[config.mk]
export PLATFORM = sky130hd
export DESIGN_NAME = top_writeback
export DESIGN_NICKNAME = d
export VERILOG_FILES = /design/src/rtl/top_writeback_pkg.sv /design/src/rtl/regfile.sv /design/src/rtl/top_writeback.sv
export SDC_FILE = /design/constraint.sdc
export NUM_CORES = 2
export LEC_CHECK = 0
export CAP_MARGIN = 5
export CORE_AREA = 5 5 373 375
export CTS_CLUSTER_DIAMETER = 120
export DETAILED_ROUTE_END_ITERATION = 7
export DIE_AREA = 0 0 378 380
export PLACE_DENSITY = 0.59
export SYNTH_ARGS = -nofsm -noshare
export SYNTH_HDL_FRONTEND = slang
export SYNTH_SLANG_ARGS = --single-unit
[constraint.sdc]
create_clock -name clk -period 11.9 [get_ports clk]
set_input_delay 3.57 -clock clk [delete_from_list [all_inputs] [get_ports clk]]
set_output_delay 3.57 -clock clk [all_outputs]
set_load 0.1 [all_outputs]
[src/rtl/top_writeback_pkg.sv]
// rtl/top_writeback_pkg.sv - shared opcode field layout, writeback select encodings and core widths
package top_writeback_pkg;

`ifdef RV64I
   localparam int XLEN_DEFAULT = 64;
`else
   localparam int XLEN_DEFAULT = 32;
`endif

   localparam int OPLEN      = 3;
   localparam int WB_SEL_LSB = 0;
   localparam int WB_SEL_W   = 2;
   localparam int CSR_RD_BIT = 2;

   typedef enum logic [1:0] {
      WB_NONE = 2'b00,
      WB_ALU  = 2'b01,
      WB_MEM  = 2'b10,
      WB_LINK = 2'b11
   } wb_sel_e;

endpackage

[src/rtl/regfile.sv]
// rtl/regfile.sv - 32-entry integer register file, two async reads, one sync write, x0 hardwired
module regfile #(
   parameter int XLEN = 32
) (
   input  logic            clk,
   input  logic            rst_n,
   input  logic            we,
   input  logic [4:0]      waddr,
   input  logic [XLEN-1:0] wdata,
   input  logic [4:0]      raddr1,
   output logic [XLEN-1:0] rdata1,
   input  logic [4:0]      raddr2,
   output logic [XLEN-1:0] rdata2
);

   logic [XLEN-1:0] regs_q [32];
   logic [XLEN-1:0] regs_d [32];

   always_comb begin
      regs_d = regs_q;
      // Entry 0 is never written, so it stays at its reset value of zero.
      if (we && (waddr != 5'd0)) begin
         regs_d[waddr] = wdata;
      end
   end

   always_ff @(posedge clk or negedge rst_n) begin
      if (!rst_n) begin
         regs_q <= '{default: '0};
      end else begin
         regs_q <= regs_d;
      end
   end

   assign rdata1 = (raddr1 == 5'd0) ? '0 : regs_q[raddr1];
   assign rdata2 = (raddr2 == 5'd0) ? '0 : regs_q[raddr2];

endmodule

[src/rtl/top_writeback.sv]
// rtl/top_writeback.sv - writeback stage: result select, register write, pc and instret update
module top_writeback
   import top_writeback_pkg::*;
#(
   parameter int              XLEN         = XLEN_DEFAULT,
   parameter int              OPLEN        = top_writeback_pkg::OPLEN,
   parameter logic [XLEN-1:0] RESET_VECTOR = '0
) (
   input  logic             clk,
   input  logic             rst_n,
   input  logic             phase_writeback,
   input  logic [OPLEN-1:0] decoded_op_mw,
   input  logic             jump_state_mw,
   input  logic [4:0]       rdsel_mw,
   input  logic [XLEN-1:0]  next_pc_mw,
   input  logic [XLEN-1:0]  alu_out_mw,
   input  logic [XLEN-1:0]  mem_out_mw,
   input  logic [XLEN-1:0]  csr_rdata_mw,
   input  logic [4:0]       rs1sel,
   input  logic [4:0]       rs2sel,
   output logic [XLEN-1:0]  rs1data,
   output logic [XLEN-1:0]  rs2data,
   output logic [XLEN-1:0]  pc,
   output logic [63:0]      instret,
   output logic             stall_writeback
);

   logic [XLEN-1:0] pc_q, pc_d;
   logic [63:0]     instret_q, instret_d;
   logic [XLEN-1:0] pc_plus4;
   logic [XLEN-1:0] wb_data;
   logic            wb_en;
   logic            csr_rd;
   wb_sel_e         wb_sel;
   logic            unused_op_bits;

   assign wb_sel         = wb_sel_e'(decoded_op_mw[WB_SEL_LSB +: WB_SEL_W]);
   assign csr_rd         = decoded_op_mw[CSR_RD_BIT];
   assign unused_op_bits = ^decoded_op_mw;
   assign pc_plus4       = pc_q + XLEN'(4);

   always_comb begin
      wb_data = '0;
      case (wb_sel)
         WB_ALU:  wb_data = alu_out_mw;
         WB_MEM:  wb_data = mem_out_mw;
         WB_LINK: wb_data = pc_plus4;
         default: wb_data = '0;
      endcase
      // A CSR read overrides whatever the select field says.
      if (csr_rd) begin
         wb_data = csr_rdata_mw;
      end
      wb_en = phase_writeback && (csr_rd || (wb_sel != WB_NONE));
   end

   // Link data and the next pc both come from the pre-edge pc_q.
   always_comb begin
      pc_d      = pc_q;
      instret_d = instret_q;
      if (phase_writeback) begin
         pc_d      = jump_state_mw ? next_pc_mw : pc_plus4;
         instret_d = instret_q + 64'd1;
      end
   end

   always_ff @(posedge clk or negedge rst_n) begin
      if (!rst_n) begin
         pc_q      <= RESET_VECTOR;
         instret_q <= '0;
      end else begin
         pc_q      <= pc_d;
         instret_q <= instret_d;
      end
   end

   regfile #(
      .XLEN (XLEN)
   ) u_regfile (
      .clk    (clk),
      .rst_n  (rst_n),
      .we     (wb_en),
      .waddr  (rdsel_mw),
      .wdata  (wb_data),
      .raddr1 (rs1sel),
      .rdata1 (rs1data),
      .raddr2 (rs2sel),
      .rdata2 (rs2data)
   );

   assign pc              = pc_q;
   assign instret         = instret_q;
   assign stall_writeback = 1'b0;

endmodule

Word level (Yosys, flattened, before mapping)

Index checks and enable logic that the tools add are counted.

Flip-flop bits (word level): 1120
Input bits: 150

Add/sub/neg operators: 2
Magnitude comparators: 4
Equal/unequal tests: 3
Mux-type cells: 14
Bitwise logic cells: 3
Reductions and logical operators: 8

Operators by type and width:

| cell                    | number |
|---|---|
| $bwmux W1024            | 1 |
| $bmux W32 S5            | 2 |
| $mux W32                | 9 |
| $demux W32 S5           | 1 |
| $pmux W32 S3            | 1 |
| $add A64 B1 Y64 const B | 1 |
| $add A32 B3 Y32 const B | 1 |
| $ge A6 B6 Y1 const B    | 3 |
| $not A5 Y6              | 3 |
| $logic_not A5 Y1        | 2 |
| $lt A6 B1 Y1 const B    | 1 |
| $reduce_bool A5 Y1      | 1 |
| $eq A2 B2 Y1 const B    | 2 |
| $logic_and A1 B1 Y1     | 3 |
| $eq A2 B1 Y1 const B    | 1 |
| $reduce_bool A2 Y1      | 1 |
| $logic_or A1 B1 Y1      | 1 |

Longest topological paths before layout

Word-level depth: 6
Depth in mapped cells: 10
Mapped depth without buffers: 6

By module

From an unflattened synthesis, not the netlist that was laid out.

Cells, all modules: 4208
Area, all modules: 60192.7 sq um

Modules (own cells, without submodules):

| module        | times used | cells an instance | area an instance (sq um) | seq. area each (sq um) |
|---|---|---|---|---|
| regfile       | 1          | 3514              | 54019.3                  | 25624.6 |
| top_writeback | 1          | 694               | 6173.4                   | 2402.3 |

Worst setup path after synthesis

Ideal clock, no wire load.

Path kind: input to output
Start point: input port rs2sel[0]
End point: output port rs2data[12]
Arrival: 7215 ps
Data required time: 8330 ps
Slack: 1115 ps
Cell stages on the path: 7
Buffers on the path: 5
Path through: clkbuf_1 > buf_2 > buf_2 > clkbuf_1 > buf_2 > mux2i_1 > a221oi_1

Longest elaborated chain between the ends: 5

Ends and longest elaborated chain:

| what                                         | line                | RTL |
|---|---|---|
| start: declaration                           | top_writeback.sv:20 | `input logic [4:0] rs2sel,` |
| $not A5 Y6 (implied by the code)             | regfile.sv:36       | `assign rdata2 = (raddr2 == 5'd0) ? '0 : regs_q[raddr2];` |
| $bmux W32 S5                                 | regfile.sv:36       |  |
| $mux W32 (implied by the code) (2 in series) | regfile.sv:36       |  |
| $mux W32 (*)                                 | regfile.sv:36       |  |
| end: declaration                             | top_writeback.sv:22 | `output logic [XLEN-1:0] rs2data,` |

Every way passes the cells marked *; elsewhere a longest branch is shown, timed or not. The select of a mux whose other input is x is not followed.

Worst setup path after layout

Start point: input port rs2sel[0]
End point: output port rs2data[14]

Same word-level chain as after synthesis.

==> flow_summary.ini <==
[status]
status = finished, final reports clean

[logic_synthesis]
yosysTopAreaCell = dfrtp_1
syn_area_sq_um = 57900
syn_inst = 5382
yosysWarningCount = 0
ys_ff_latch = 1089
synth-edff-count = 0
synth_area_per_cell_sq_um = 10.8
synth_commonest_cells = dfrtp_1, nand2_1, o21ai_0
synthTopCellsByArea = dfrtp_1, mux4_2, nand2_1
syn_nets = 5534
yosysMostFrequentCell = dfrtp_1
synth-main-ff-cell = dfrtp_1
synth_top_area_share_pct = 47.1
ys_types = 64
async_flop_share_pct = 100
synth.yosys.seq_area_share_pct = 47.1

[min_path]
hp-class = reg -> reg
min_from = u_regfile.regs_q[1022]

[clocking]
root_buffer = clkbuf_16
clkTransAtPathRegs_ns = 0.06
clk_path_buf_depth = 3
postCtsHoldBufs = 0
numCtsBuffers = 119
cts_tree = done
cts_sinks = 1089
cts.htree.levels = 3
cts_setup_buffers = 0
clock_latency_ns = 0.76
cts_resized = 0

[grt]
grt_pass1_vias = 43400
grt_use_total_pct = 26.6
grt_overflow = 0
grt_max_degree = 175
grt_pass1_wl_um = 290000
antenna_found_initial = 18

[power]
p_total_mw = 12.0
ir_worst_vdd_uv = 139
powerDensity_nw_per_um2 = 181
power_leakage_nw = 27.8

[critical_path]
worstPathMaxFanout = 60
start_kind = primary input
max_stage_delay_ns = 0.60
crit_required_ns = 8.33
cp_cell_sequence = buf_8, buf_12, mux4_2, mux2i_1, o2111a_1, a221oi_1, buf_4
rrSetupSlack_ns = 8.38
r2r_end = u_regfile.regs_q[272]
critPathCaptureType = primary output
cpMaxStageDelayCell = a221oi_1
r2r.worst_path.cells = 6
worstSetupPathType = in -> out
startpoint = rs2sel[0]
r2r_start = pc[6]
cp-endpoint = rs2data[14]
cp.arrival_ns = 6.54

[die]
die_x_um = 378
start_util_pct = 42.9
rows = 135
die_y_um = 380
die_area_sq_um = 144000
ioPinCount = 311
core_area_sq_um = 135000

[placed_design]
place_area_sq_um = 62400
globalplace.congestion = 0.870
dp_hpwl_um = 122000
io_buffers = 309

[sta]
drv_slew = 0
final.min_clock_period_ns = 10.11
finalSetupViolations = 0
rsz0062_at_grt = false
fmax_ghz = 0.0989
slew_headroom_pct = 23.7
worstMarginPinSlew_ns = 1.12
tns_ns = 0
fin_skew_ns = 0.0387
period_share_pct = 84.9
finalHoldViolCount = 0

[final_layout]
nNetsFinal = 5557
stdcell_area_sq_um = 66700
drive_above_1_share_pct = 20.1
fillers = 12100
areaGrowthSynthToFinish_pct = 15.2
multi_input_area_sq_um = 28600
sequential_cell_area_sq_um = 27300

[job]
max_cap_violations = 0

[drt]
drt-pass1-iter-count = 5
viasPerCell = 6.09
postRouteAntennaNets = 0
drc = 0
drt_iter0_markers = 4529
detail_route.wl_per_cell_um = 26.4
wirelength_um = 192000
routed-via-count = 44400
[through the flow]
| step | worst slack [ns] | cells | util, % | hold WS (ns) |
|---|---|---|---|---|
| 5_1_grt | 1.65 | 7290 | 49.4 | 0.431 |
| 4_1_cts | 1.80 | 7287 | 49.4 | 0.404 |
| 3_3_place_gp | 1.77 | 7065 | 46.2 | 0.380 |
| 2_1_floorplan | 1.12 | 5382 | - | 0.441 |
| 3_5_place_dp | 1.81 | 7065 | 46.2 | 0.388 |
| 6_report | 1.79 | 7296 | 49.4 | 0.406 |
[routing by layer]
| metal | track usage, % | vias up | share of wire, % |
|---|---|---|---|
| met4 | 9.02 | 8 | 3.4 |
| li1 | - | 19700 | - |
| met2 | 40.9 | 1637 | 46 |
| met1 | 38.0 | 22800 | 43 |
| met3 | 5.09 | 316 | 7.5 |
| met5 | 0 | - | 0.029 |
[cell type report]
type / count / area share (%)
well taps: 1781 / 3.34
clock buffers: 173 / 5.33
inverters: 13 / 0.0732
multi-input cells: 3719 / 42.9
repair buffers: 463 / 6.42
flip-flops and latches: 1089 / 40.9
diodes: 9 / 0.0338
clock inverters: 49 / 1.01
[critical path, delay by kind of cell]
family	cells	cell delay, ns
buf+inv	3	1.38
compound gates	2	0.99
mux	2	0.51
[registers in the layout, indices dropped and copies added, names as in the netlist]
register,cells
u_regfile.regs_q,993
instret,64
pc,32
[worst min path at each step]
stage                        endpoint  slack [ns]  depth (start not counted)
5_1_grt        u_regfile.regs_q[1022]        0.43                          0
3_3_place_gp   u_regfile.regs_q[1022]        0.38                          0
4_1_cts        u_regfile.regs_q[1022]        0.40                          0
6_report       u_regfile.regs_q[1022]        0.41                          0
2_1_floorplan  u_regfile.regs_q[1022]        0.44                          1
3_5_place_dp   u_regfile.regs_q[1022]        0.39                          0
[cells in the final DEF (no fill, tap or decap), types with 36 or more instances in the layout]
cell type           n
a22oi_1            48
a21oi_1           433
nor2_1            518
xnor2_1            37
clkdlybuf4s50_1   232
and3_1             69
dfrtp_1          1089
mux2_2            161
buf_4             204
nand3_1            48
o211ai_1           40
mux2i_1           136
o21ai_0           562
nand4_1            38
mux4_2            450
xor2_1             36
clkbuf_16         121
nand2_1           796
a31oi_1            36
[report_power, final]
group | switching (mW) | leakage, nW | internal [mW]
clock network | 1.61 | 2.08 | 2.37
logic | 1.70 | 11.8 | 1.30
registers | 0.602 | 13.9 | 4.46
[cell families (layout without fill, tap and decap cells)]
logic type      after synthesis  after routing  share of synthesized area, %
mux                         748            748                          23.0
flops                      1089           1089                          47.1
simple gates               1598           1598                          11.6
fa+ha+maj                     2              2                        0.0432
compound gates             1297           1297                          13.0
other cells                   1             10                       0.00648
xor+xnor                     73             73                          1.11
buf+inv                     574            698                          4.13
Note: power is estimated with default switching activity, not from simulation.
